**config.mk**
```make
export PLATFORM = sky130hd
export DESIGN_NAME = id_ex_stage_flat
export DESIGN_NICKNAME = d
export VERILOG_FILES = /design/src/rtl/mips_pkg.sv /design/src/rtl/id_ex_stage_if.sv /design/src/rtl/id_ex_stage_alu_ctrl_decode.sv /design/src/rtl/id_ex_stage.sv /design/src/flat_wrapper.sv
export SDC_FILE = /design/constraint.sdc
export NUM_CORES = 1
export LEC_CHECK = 0
export BUFFER_PORTS_ARGS = -buffer_cell sky130_fd_sc_hd__buf_2
export CORE_ASPECT_RATIO = 0.7
export CORE_UTILIZATION = 27
export DETAILED_ROUTE_END_ITERATION = 10
export PLACE_DENSITY = 0.58
export SYNTH_ARGS = -nofsm -noshare
export SYNTH_HDL_FRONTEND = slang
export SYNTH_SLANG_ARGS = --single-unit
```
**constraint.sdc**
```tcl
create_clock -name clk -period 5.05 [get_ports clk]
set_input_delay 1.01 -clock clk [delete_from_list [all_inputs] [get_ports clk]]
set_output_delay 1.01 -clock clk [all_outputs]
set_load 0.005 [all_outputs]
```
**src/rtl/mips_pkg.sv**
```systemverilog
`default_nettype none
// ============================================================================
// Package  : mips_pkg
// Purpose  : Shared ALUOp codes, opcode/funct values and decode result type
//            for the ID/EX stage and its control decoder.
// Revision : 1.0  initial release
// ============================================================================
package mips_pkg;

  // ALUOp codes presented to the ALU
  localparam logic [3:0] ALU_AND = 4'b0000;
  localparam logic [3:0] ALU_OR  = 4'b0001;
  localparam logic [3:0] ALU_ADD = 4'b0010;
  localparam logic [3:0] ALU_SUB = 4'b0110;
  localparam logic [3:0] ALU_ILL = 4'b1111;

  // Primary opcodes, instr[31:26]
  localparam logic [5:0] OP_RTYPE = 6'h00;
  localparam logic [5:0] OP_BEQ   = 6'h04;
  localparam logic [5:0] OP_ADDI  = 6'h08;
  localparam logic [5:0] OP_ANDI  = 6'h0C;
  localparam logic [5:0] OP_ORI   = 6'h0D;
  localparam logic [5:0] OP_LW    = 6'h23;
  localparam logic [5:0] OP_SW    = 6'h2B;

  // R-type function codes, instr[5:0]
  localparam logic [5:0] F_ADD  = 6'h20;
  localparam logic [5:0] F_ADDU = 6'h21;
  localparam logic [5:0] F_SUB  = 6'h22;
  localparam logic [5:0] F_SUBU = 6'h23;
  localparam logic [5:0] F_AND  = 6'h24;
  localparam logic [5:0] F_OR   = 6'h25;

  // Everything the stage needs to know about an instruction's class
  typedef struct packed {
    logic [3:0] alu_op;
    logic       use_imm;    // operand B comes from the extended immediate
    logic       sign_ext;   // immediate is sign-extended (else zero-extended)
    logic       rt_is_src;  // rt is read as a source operand
    logic       illegal;    // undecodable opcode or funct
  } dec_t;

  function automatic logic is_rtype(input logic [5:0] opcode);
    return opcode == OP_RTYPE;
  endfunction

endpackage
`default_nettype wire

```
**src/rtl/id_ex_stage_if.sv**
```systemverilog
`default_nettype none
// ============================================================================
// Interface : id_ex_stage_if
// Purpose   : Decode-side instruction bus, forwarding sources and ALU-side
//             outputs of the ID/EX pipeline register.
// Revision  : 1.0  initial release
// ============================================================================
interface id_ex_stage_if #(
  parameter int SIZE = 32
);
  // Decode side
  logic            in_valid;
  logic            in_ready;
  logic            stall;
  logic            flush;
  logic [5:0]      in_opcode;
  logic [5:0]      in_funct;
  logic [4:0]      in_rs;
  logic [4:0]      in_rt;
  logic [4:0]      in_rd;
  logic [SIZE-1:0] in_rs_val;
  logic [SIZE-1:0] in_rt_val;
  logic [15:0]     in_imm;
  logic            in_reg_write;
  logic            in_mem_read;
  logic            in_mem_write;

  // Forwarding sources
  logic            exmem_reg_write;
  logic [4:0]      exmem_rd;
  logic [SIZE-1:0] exmem_result;
  logic            memwb_reg_write;
  logic [4:0]      memwb_rd;
  logic [SIZE-1:0] memwb_result;

  // Execute side
  logic [3:0]      alu_op;
  logic [SIZE-1:0] alu_a;
  logic [SIZE-1:0] alu_b;
  logic            ex_valid;
  logic [4:0]      ex_rd;
  logic            ex_reg_write;
  logic            ex_mem_read;
  logic            ex_mem_write;
  logic [SIZE-1:0] ex_store_data;
  logic            ex_illegal;
  logic            load_use_hazard;

  // Upstream driver / observer of the stage
  modport master (
    output in_valid, stall, flush, in_opcode, in_funct, in_rs, in_rt, in_rd,
           in_rs_val, in_rt_val, in_imm, in_reg_write, in_mem_read, in_mem_write,
           exmem_reg_write, exmem_rd, exmem_result,
           memwb_reg_write, memwb_rd, memwb_result,
    input  in_ready, alu_op, alu_a, alu_b, ex_valid, ex_rd, ex_reg_write,
           ex_mem_read, ex_mem_write, ex_store_data, ex_illegal, load_use_hazard
  );

  // The pipeline stage itself
  modport slave (
    input  in_valid, stall, flush, in_opcode, in_funct, in_rs, in_rt, in_rd,
           in_rs_val, in_rt_val, in_imm, in_reg_write, in_mem_read, in_mem_write,
           exmem_reg_write, exmem_rd, exmem_result,
           memwb_reg_write, memwb_rd, memwb_result,
    output in_ready, alu_op, alu_a, alu_b, ex_valid, ex_rd, ex_reg_write,
           ex_mem_read, ex_mem_write, ex_store_data, ex_illegal, load_use_hazard
  );
endinterface
`default_nettype wire

```
**src/rtl/id_ex_stage_alu_ctrl_decode.sv**
```systemverilog
`default_nettype none
// ============================================================================
// Module   : alu_ctrl_decode
// Purpose  : Combinational opcode/funct decode into ALUOp, immediate handling,
//            rt-source flag and illegal-instruction flag.
// Revision : 1.0  initial release
// ============================================================================
module alu_ctrl_decode
  import mips_pkg::*;
(
  input  logic [5:0] opcode_i,
  input  logic [5:0] funct_i,
  output dec_t       dec_o
);

  // Default to illegal; each recognised encoding overrides the whole record
  always_comb begin
    dec_o = '{alu_op: ALU_ILL, use_imm: 1'b0, sign_ext: 1'b0, rt_is_src: 1'b0, illegal: 1'b1};
    if (is_rtype(opcode_i)) begin
      // rt is read by every R-type, even one with an unknown funct
      dec_o.rt_is_src = 1'b1;
      case (funct_i)
        F_AND:         begin dec_o.alu_op = ALU_AND; dec_o.illegal = 1'b0; end
        F_OR:          begin dec_o.alu_op = ALU_OR;  dec_o.illegal = 1'b0; end
        F_ADD, F_ADDU: begin dec_o.alu_op = ALU_ADD; dec_o.illegal = 1'b0; end
        F_SUB, F_SUBU: begin dec_o.alu_op = ALU_SUB; dec_o.illegal = 1'b0; end
        default:       ;
      endcase
    end else begin
      case (opcode_i)
        OP_LW, OP_ADDI:
          dec_o = '{alu_op: ALU_ADD, use_imm: 1'b1, sign_ext: 1'b1, rt_is_src: 1'b0, illegal: 1'b0};
        OP_SW:
          dec_o = '{alu_op: ALU_ADD, use_imm: 1'b1, sign_ext: 1'b1, rt_is_src: 1'b1, illegal: 1'b0};
        // BEQ compares two registers, so B stays on rt
        OP_BEQ:
          dec_o = '{alu_op: ALU_SUB, use_imm: 1'b0, sign_ext: 1'b1, rt_is_src: 1'b1, illegal: 1'b0};
        OP_ANDI:
          dec_o = '{alu_op: ALU_AND, use_imm: 1'b1, sign_ext: 1'b0, rt_is_src: 1'b0, illegal: 1'b0};
        OP_ORI:
          dec_o = '{alu_op: ALU_OR,  use_imm: 1'b1, sign_ext: 1'b0, rt_is_src: 1'b0, illegal: 1'b0};
        default: ;
      endcase
    end
  end

endmodule
`default_nettype wire

```
**src/rtl/id_ex_stage.sv**
```systemverilog
`default_nettype none
// ============================================================================
// Module   : id_ex_stage
// Purpose  : ID/EX pipeline register feeding the ALU: captures a decoded
//            instruction, registers ALUOp and extended immediate, forwards
//            EX/MEM and MEM/WB results into the operands and flags
//            load-use hazards.
// Revision : 1.0  initial release
// ============================================================================
module id_ex_stage
  import mips_pkg::*;
#(
  parameter int SIZE = 32
) (
  input  logic          clk,
  input  logic          rst,
  id_ex_stage_if.slave  bus
);

  dec_t            dec_d;
  logic [SIZE-1:0] imm_ext_d;

  logic            valid_q;
  logic [3:0]      alu_op_q;
  logic            use_imm_q;
  logic            illegal_q;
  logic [4:0]      rs_q;
  logic [4:0]      rt_q;
  logic [4:0]      rd_q;
  logic [SIZE-1:0] rs_val_q;
  logic [SIZE-1:0] rt_val_q;
  logic [SIZE-1:0] imm_ext_q;
  logic            reg_write_q;
  logic            mem_read_q;
  logic            mem_write_q;

  logic [SIZE-1:0] fwd_a;
  logic [SIZE-1:0] fwd_b;

  // Decode of the instruction currently offered by the decode stage
  alu_ctrl_decode u_dec (
    .opcode_i (bus.in_opcode),
    .funct_i  (bus.in_funct),
    .dec_o    (dec_d)
  );

  // Extend the immediate before capture so EX sees a ready operand
  always_comb begin
    imm_ext_d = {{(SIZE-16){1'b0}}, bus.in_imm};
    if (dec_d.sign_ext) imm_ext_d = {{(SIZE-16){bus.in_imm[15]}}, bus.in_imm};
  end

  // Pipeline register: flush beats stall, stall beats capture/bubble
  always_ff @(posedge clk or posedge rst) begin
    if (rst) begin
      valid_q     <= 1'b0;
      alu_op_q    <= 4'b0000;
      use_imm_q   <= 1'b0;
      illegal_q   <= 1'b0;
      rs_q        <= '0;
      rt_q        <= '0;
      rd_q        <= '0;
      rs_val_q    <= '0;
      rt_val_q    <= '0;
      imm_ext_q   <= '0;
      reg_write_q <= 1'b0;
      mem_read_q  <= 1'b0;
      mem_write_q <= 1'b0;
    end else if (bus.flush) begin
      valid_q <= 1'b0;
    end else if (!bus.stall) begin
      valid_q <= bus.in_valid;
      if (bus.in_valid) begin
        alu_op_q    <= dec_d.alu_op;
        use_imm_q   <= dec_d.use_imm;
        illegal_q   <= dec_d.illegal;
        rs_q        <= bus.in_rs;
        rt_q        <= bus.in_rt;
        rd_q        <= bus.in_rd;
        rs_val_q    <= bus.in_rs_val;
        rt_val_q    <= bus.in_rt_val;
        imm_ext_q   <= imm_ext_d;
        // An illegal instruction must never write state downstream
        reg_write_q <= bus.in_reg_write & ~dec_d.illegal;
        mem_read_q  <= bus.in_mem_read  & ~dec_d.illegal;
        mem_write_q <= bus.in_mem_write & ~dec_d.illegal;
      end
    end
  end

  // Newest producer wins; r0 is hard-wired zero and never forwarded
  function automatic logic [SIZE-1:0] fwd_sel(
    input logic [4:0]      idx,
    input logic [SIZE-1:0] reg_val,
    input logic            ex_we,
    input logic [4:0]      ex_rd,
    input logic [SIZE-1:0] ex_res,
    input logic            wb_we,
    input logic [4:0]      wb_rd,
    input logic [SIZE-1:0] wb_res
  );
    if (ex_we && (ex_rd == idx) && (idx != 5'd0)) return ex_res;
    if (wb_we && (wb_rd == idx) && (idx != 5'd0)) return wb_res;
    return reg_val;
  endfunction

  // Forwarding muxes sit after the register so they track live EX/MEM, MEM/WB values
  always_comb begin
    fwd_a = fwd_sel(rs_q, rs_val_q, bus.exmem_reg_write, bus.exmem_rd, bus.exmem_result,
                    bus.memwb_reg_write, bus.memwb_rd, bus.memwb_result);
    fwd_b = fwd_sel(rt_q, rt_val_q, bus.exmem_reg_write, bus.exmem_rd, bus.exmem_result,
                    bus.memwb_reg_write, bus.memwb_rd, bus.memwb_result);
  end

  assign bus.in_ready      = ~bus.stall;
  assign bus.alu_op        = alu_op_q;
  assign bus.alu_a         = fwd_a;
  assign bus.alu_b         = use_imm_q ? imm_ext_q : fwd_b;
  assign bus.ex_store_data = fwd_b;
  assign bus.ex_valid      = valid_q;
  assign bus.ex_rd         = rd_q;
  assign bus.ex_reg_write  = valid_q & reg_write_q;
  assign bus.ex_mem_read   = valid_q & mem_read_q;
  assign bus.ex_mem_write  = valid_q & mem_write_q;
  assign bus.ex_illegal    = valid_q & illegal_q;

  // A load in EX whose destination is read by the instruction in decode
  assign bus.load_use_hazard = valid_q && mem_read_q && (rd_q != 5'd0) && bus.in_valid &&
                               ((rd_q == bus.in_rs) || ((rd_q == bus.in_rt) && dec_d.rt_is_src));

endmodule
`default_nettype wire
```
**src/flat_wrapper.sv**
```systemverilog
// flat-port wrapper written by rule: the top's interface ports become plain ports
module id_ex_stage_flat import mips_pkg::*;
#(
  parameter int SIZE = 32
)
  (clk, rst, bus_in_valid, bus_stall, bus_flush, bus_in_opcode, bus_in_funct, bus_in_rs, bus_in_rt, bus_in_rd, bus_in_rs_val, bus_in_rt_val, bus_in_imm, bus_in_reg_write, bus_in_mem_read, bus_in_mem_write, bus_exmem_reg_write, bus_exmem_rd, bus_exmem_result, bus_memwb_reg_write, bus_memwb_rd, bus_memwb_result, bus_in_ready, bus_alu_op, bus_alu_a, bus_alu_b, bus_ex_valid, bus_ex_rd, bus_ex_reg_write, bus_ex_mem_read, bus_ex_mem_write, bus_ex_store_data, bus_ex_illegal, bus_load_use_hazard);
  id_ex_stage_if #(.SIZE(SIZE)) bus_i ();
  input  logic clk;
  input  logic rst;
  input wire logic [$bits(bus_i.in_valid)-1:0] bus_in_valid;
  input wire logic [$bits(bus_i.stall)-1:0] bus_stall;
  input wire logic [$bits(bus_i.flush)-1:0] bus_flush;
  input wire logic [$bits(bus_i.in_opcode)-1:0] bus_in_opcode;
  input wire logic [$bits(bus_i.in_funct)-1:0] bus_in_funct;
  input wire logic [$bits(bus_i.in_rs)-1:0] bus_in_rs;
  input wire logic [$bits(bus_i.in_rt)-1:0] bus_in_rt;
  input wire logic [$bits(bus_i.in_rd)-1:0] bus_in_rd;
  input wire logic [$bits(bus_i.in_rs_val)-1:0] bus_in_rs_val;
  input wire logic [$bits(bus_i.in_rt_val)-1:0] bus_in_rt_val;
  input wire logic [$bits(bus_i.in_imm)-1:0] bus_in_imm;
  input wire logic [$bits(bus_i.in_reg_write)-1:0] bus_in_reg_write;
  input wire logic [$bits(bus_i.in_mem_read)-1:0] bus_in_mem_read;
  input wire logic [$bits(bus_i.in_mem_write)-1:0] bus_in_mem_write;
  input wire logic [$bits(bus_i.exmem_reg_write)-1:0] bus_exmem_reg_write;
  input wire logic [$bits(bus_i.exmem_rd)-1:0] bus_exmem_rd;
  input wire logic [$bits(bus_i.exmem_result)-1:0] bus_exmem_result;
  input wire logic [$bits(bus_i.memwb_reg_write)-1:0] bus_memwb_reg_write;
  input wire logic [$bits(bus_i.memwb_rd)-1:0] bus_memwb_rd;
  input wire logic [$bits(bus_i.memwb_result)-1:0] bus_memwb_result;
  output wire logic [$bits(bus_i.in_ready)-1:0] bus_in_ready;
  output wire logic [$bits(bus_i.alu_op)-1:0] bus_alu_op;
  output wire logic [$bits(bus_i.alu_a)-1:0] bus_alu_a;
  output wire logic [$bits(bus_i.alu_b)-1:0] bus_alu_b;
  output wire logic [$bits(bus_i.ex_valid)-1:0] bus_ex_valid;
  output wire logic [$bits(bus_i.ex_rd)-1:0] bus_ex_rd;
  output wire logic [$bits(bus_i.ex_reg_write)-1:0] bus_ex_reg_write;
  output wire logic [$bits(bus_i.ex_mem_read)-1:0] bus_ex_mem_read;
  output wire logic [$bits(bus_i.ex_mem_write)-1:0] bus_ex_mem_write;
  output wire logic [$bits(bus_i.ex_store_data)-1:0] bus_ex_store_data;
  output wire logic [$bits(bus_i.ex_illegal)-1:0] bus_ex_illegal;
  output wire logic [$bits(bus_i.load_use_hazard)-1:0] bus_load_use_hazard;
  assign bus_i.in_valid = bus_in_valid;
  assign bus_i.stall = bus_stall;
  assign bus_i.flush = bus_flush;
  assign bus_i.in_opcode = bus_in_opcode;
  assign bus_i.in_funct = bus_in_funct;
  assign bus_i.in_rs = bus_in_rs;
  assign bus_i.in_rt = bus_in_rt;
  assign bus_i.in_rd = bus_in_rd;
  assign bus_i.in_rs_val = bus_in_rs_val;
  assign bus_i.in_rt_val = bus_in_rt_val;
  assign bus_i.in_imm = bus_in_imm;
  assign bus_i.in_reg_write = bus_in_reg_write;
  assign bus_i.in_mem_read = bus_in_mem_read;
  assign bus_i.in_mem_write = bus_in_mem_write;
  assign bus_i.exmem_reg_write = bus_exmem_reg_write;
  assign bus_i.exmem_rd = bus_exmem_rd;
  assign bus_i.exmem_result = bus_exmem_result;
  assign bus_i.memwb_reg_write = bus_memwb_reg_write;
  assign bus_i.memwb_rd = bus_memwb_rd;
  assign bus_i.memwb_result = bus_memwb_result;
  assign bus_in_ready = bus_i.in_ready;
  assign bus_alu_op = bus_i.alu_op;
  assign bus_alu_a = bus_i.alu_a;
  assign bus_alu_b = bus_i.alu_b;
  assign bus_ex_valid = bus_i.ex_valid;
  assign bus_ex_rd = bus_i.ex_rd;
  assign bus_ex_reg_write = bus_i.ex_reg_write;
  assign bus_ex_mem_read = bus_i.ex_mem_read;
  assign bus_ex_mem_write = bus_i.ex_mem_write;
  assign bus_ex_store_data = bus_i.ex_store_data;
  assign bus_ex_illegal = bus_i.ex_illegal;
  assign bus_load_use_hazard = bus_i.load_use_hazard;
  id_ex_stage #(.SIZE(SIZE)) u_core (.clk(clk), .rst(rst), .bus(bus_i));
endmodule
```
==> qor.yml <==
run_status:
  outcome: "completed"
placed_design:
  hpwl_mm: 19.2
  placed_cell_area_um2: 8300
  portBuffers: 302
  globalplace.congestion: 0.935
run:
  drv_cap: 0
setup_path:
  critPathMaxStageDelay_ns: 0.81
  critPathTopFamily: "simple AND/OR/NAND/NOR gates"
  crit_fanout: 32
  start_kind: "flop"
  cp.required_ns: 4.04
  crit_slowest_cell: "or2_2"
  arrival_ns: 3.77
  cp.depth: 6
  ff2ff_setup_slack_ns: 3.55
  worst-path-buf-inv: 1
  critPathKind: "flop to output pin"
  crit_chain: "or4_4, o211ai_2, or2_2, a31oi_1, mux2_2, buf_2"
  cp-end-kind: "output pin"
  rr_worst_depth: 3
global_route:
  grt_start_max_net_pins: 77
  antenna_found_initial: 4
  grt_util_all_layers: 0.216
  overflow: 0
  grt_pass1_vias: 6993
  top_usage_layer: "met2"
  grt_pass1_wl_mm: 41.0
  met1_usage: 0.292
  use_met2: 0.345
  gr-usage-met3: 0.0566
clock_network:
  insertion_delay_ns: 0.36
  cts_num_sinks: 106
  cts_setup_buffers: 0
  ctsHtreeMaxLevel: 3
  root_buffer: "clkbuf_16"
  cts_made_buffers: 9
  cts_max_path_buffers: 2
  path_clk_slew_ns: 0.07
  cts_tree: "yes"
  postCtsResizedCells: 0
  cts_hold_buf: 0
layout:
  drive_gt1_frac: 0.338
  fin_nets: 1283
  register_area_um2: 2650
  multi_input_area_um2: 3570
  num-fill-cells: 2471
  finalInstanceArea_um2: 8620
  area_growth_pct: 33.8
drt:
  dr.pass1.iters: 7
  ant_nets: 0
  routedWlPerCell_um: 18.9
  wl_mm: 26.6
  vias: 6997
  viasPerCell: 4.96
  drc_errors: 0
  initialDrtViolationCount: 420
die:
  die_h_um: 131
  die_w_um: 187
  fp-row-count: 46
  coreArea_um2: 23000
  die-area_um2: 24500
  floorplan.initialDensity: 0.280
  io_pins: 303
logic_synthesis:
  syn-num-nets: 1010
  netlist_instances: 819
  synth_edf_count: 0
  syn_area_um2: 6440
  synth_seq_cells: 106
  ys_warn_count: 0
  synthFlopType: "dfrtp_1"
  ys_seq_area_frac: 0.412
  synth_cell_types: 42
  ys_async_sr_fraction: 1.00
  synth_area_per_cell_um2: 7.86
timing:
  finalClockSkew_ns: 0
  period_share: 0.946
  tightest_slew_ns: 0.919
  fin_crit_ns: 4.78
  maxSlewViolCount: 0
  rsz0062_at_grt: "false"
  maxSlewHeadroom: 0.387
  setup_viol: 0
  finalHoldViolCount: 0
  fmax_mhz: 209
  fin_setup_tns_ns: 0
power:
  power_density_nw_per_um2: 313
  ir_drop_mv: 0.196
  leakage_uw: 0.00435
hold_path:
  hold_class: "flop to flop"
  timing.hold.worst_path_depth: 2
==> flip-flops by register name, summed over array words and instances (netlist names) <==
register	flops
u_core.illegal_q	1
u_core.imm_ext_q	17
u_core.rt_q	5
u_core.bus.ex_valid	1
u_core.reg_write_q	1
u_core.rt_val_q	32
u_core.mem_read_q	1
u_core.bus.alu_op	4
u_core.mem_write_q	1
u_core.bus.ex_rd	5
u_core.rs_val_q	32
u_core.use_imm_q	1
u_core.rs_q	5
==> cell type report <==
type / instances / area share
tap: 312 / 0.0453
clock inverter: 3 / 0.00537
multi-input combinational: 651 / 0.414
sequential: 106 / 0.308
timing repair buffer: 320 / 0.194
antenna: 2 / 0.000581
inverter: 4 / 0.00203
clock buffer: 13 / 0.0313
==> path summary, 6_finish.rpt <==
| check | start | end |
|---|---|---|
| max | u_core.rt_q[1] | bus_alu_b[4] |
| min | u_core.imm_ext_q[7] | u_core.imm_ext_q[7] |
| max reg2reg | u_core.use_imm_q | u_core.use_imm_q |
| min reg2reg | u_core.imm_ext_q[7] | u_core.imm_ext_q[7] |
| max in group asynchronous | rst | u_core.bus.alu_op[3] |
| min in group asynchronous | rst | u_core.illegal_q |
==> synth_stat cells (all sizes together) (2+ instances only) <==
library cell / count / share of area
nand2: 329 / 0.19
dfrtp: 106 / 0.41
nor2: 53 / 0.031
clkbuf: 43 / 0.025
o21ai: 34 / 0.026
mux2i: 33 / 0.051
o31ai: 33 / 0.038
xnor2: 22 / 0.030
a221oi: 19 / 0.036
and3: 19 / 0.018
nand4: 18 / 0.017
a31oi: 16 / 0.016
buf: 15 / 0.013
nor3: 15 / 0.012
mux2: 13 / 0.023
xor2: 9 / 0.012
and2: 6 / 0.0058
a21oi: 5 / 0.0039
nor4: 5 / 0.0068
inv: 4 / 0.0023
or4: 4 / 0.0052
a22o: 3 / 0.0041
and4b: 2 / 0.0031
o211ai: 2 / 0.0031
or2: 2 / 0.0019
or3: 2 / 0.0019
==> power breakdown <==
part | switching [µW] | internal, µW
Sequential | 98.2 | 976
Combinational | 473 | 387
Clock | 338 | 427
Total | 909 | 1790
==> layout by cell type, fill, tap and decap left out, types with 10 or more instances in the layout <==
cell type and instances:
nand2_1 328, buf_2 302, dfrtp_1 106, nor2_1 50, o21ai_0 34, o31ai_1 33, mux2i_1 33, xnor2_1 21
and3_1 19, nand4_1 18, a31oi_1 16, buf_4 16, nor3_1 15, mux2_2 13, a221oi_2 10
==> logic make-up after synthesis <==
logic type      after synthesis  share of synthesized area
simple gates                460                      0.302
mux                          46                     0.0740
xor+xnor                     31                     0.0422
compound gates              114                      0.130
flops                       106                      0.412
buf+inv                      62                     0.0406
==> routing by layer <==
layer / vias up / part of all wire / wire length (µm)
met5: - / 0.0014 / 37
met4: 6 / 0.0095 / 253
met3: 24 / 0.076 / 2020
met2: 297 / 0.45 / 12000
met1: 3348 / 0.46 / 12200
li1: 3322 / - / -
==> stage by stage <==
step                 util  hold slack (ns)  instances  worst slack [ns]  power, µW
finish              0.374            0.477       1411             0.274       2700
global route        0.374            0.501       1409             0.108       2870
CTS                 0.374            0.477       1409             0.271       2740
detailed placement  0.360            0.459       1393             0.695       1950
global placement    0.360            0.455       1393             0.678       1940
floorplan               -            0.442        819              1.25       1520
==> tightest hold or removal path, delay by kind of cell, from the launching register on <==
family           cells  cell delay [ns]
AND/OR/NAND/NOR      2             0.10
flip-flops           1             0.34
Note: power is estimated with default switching activity, not from simulation.
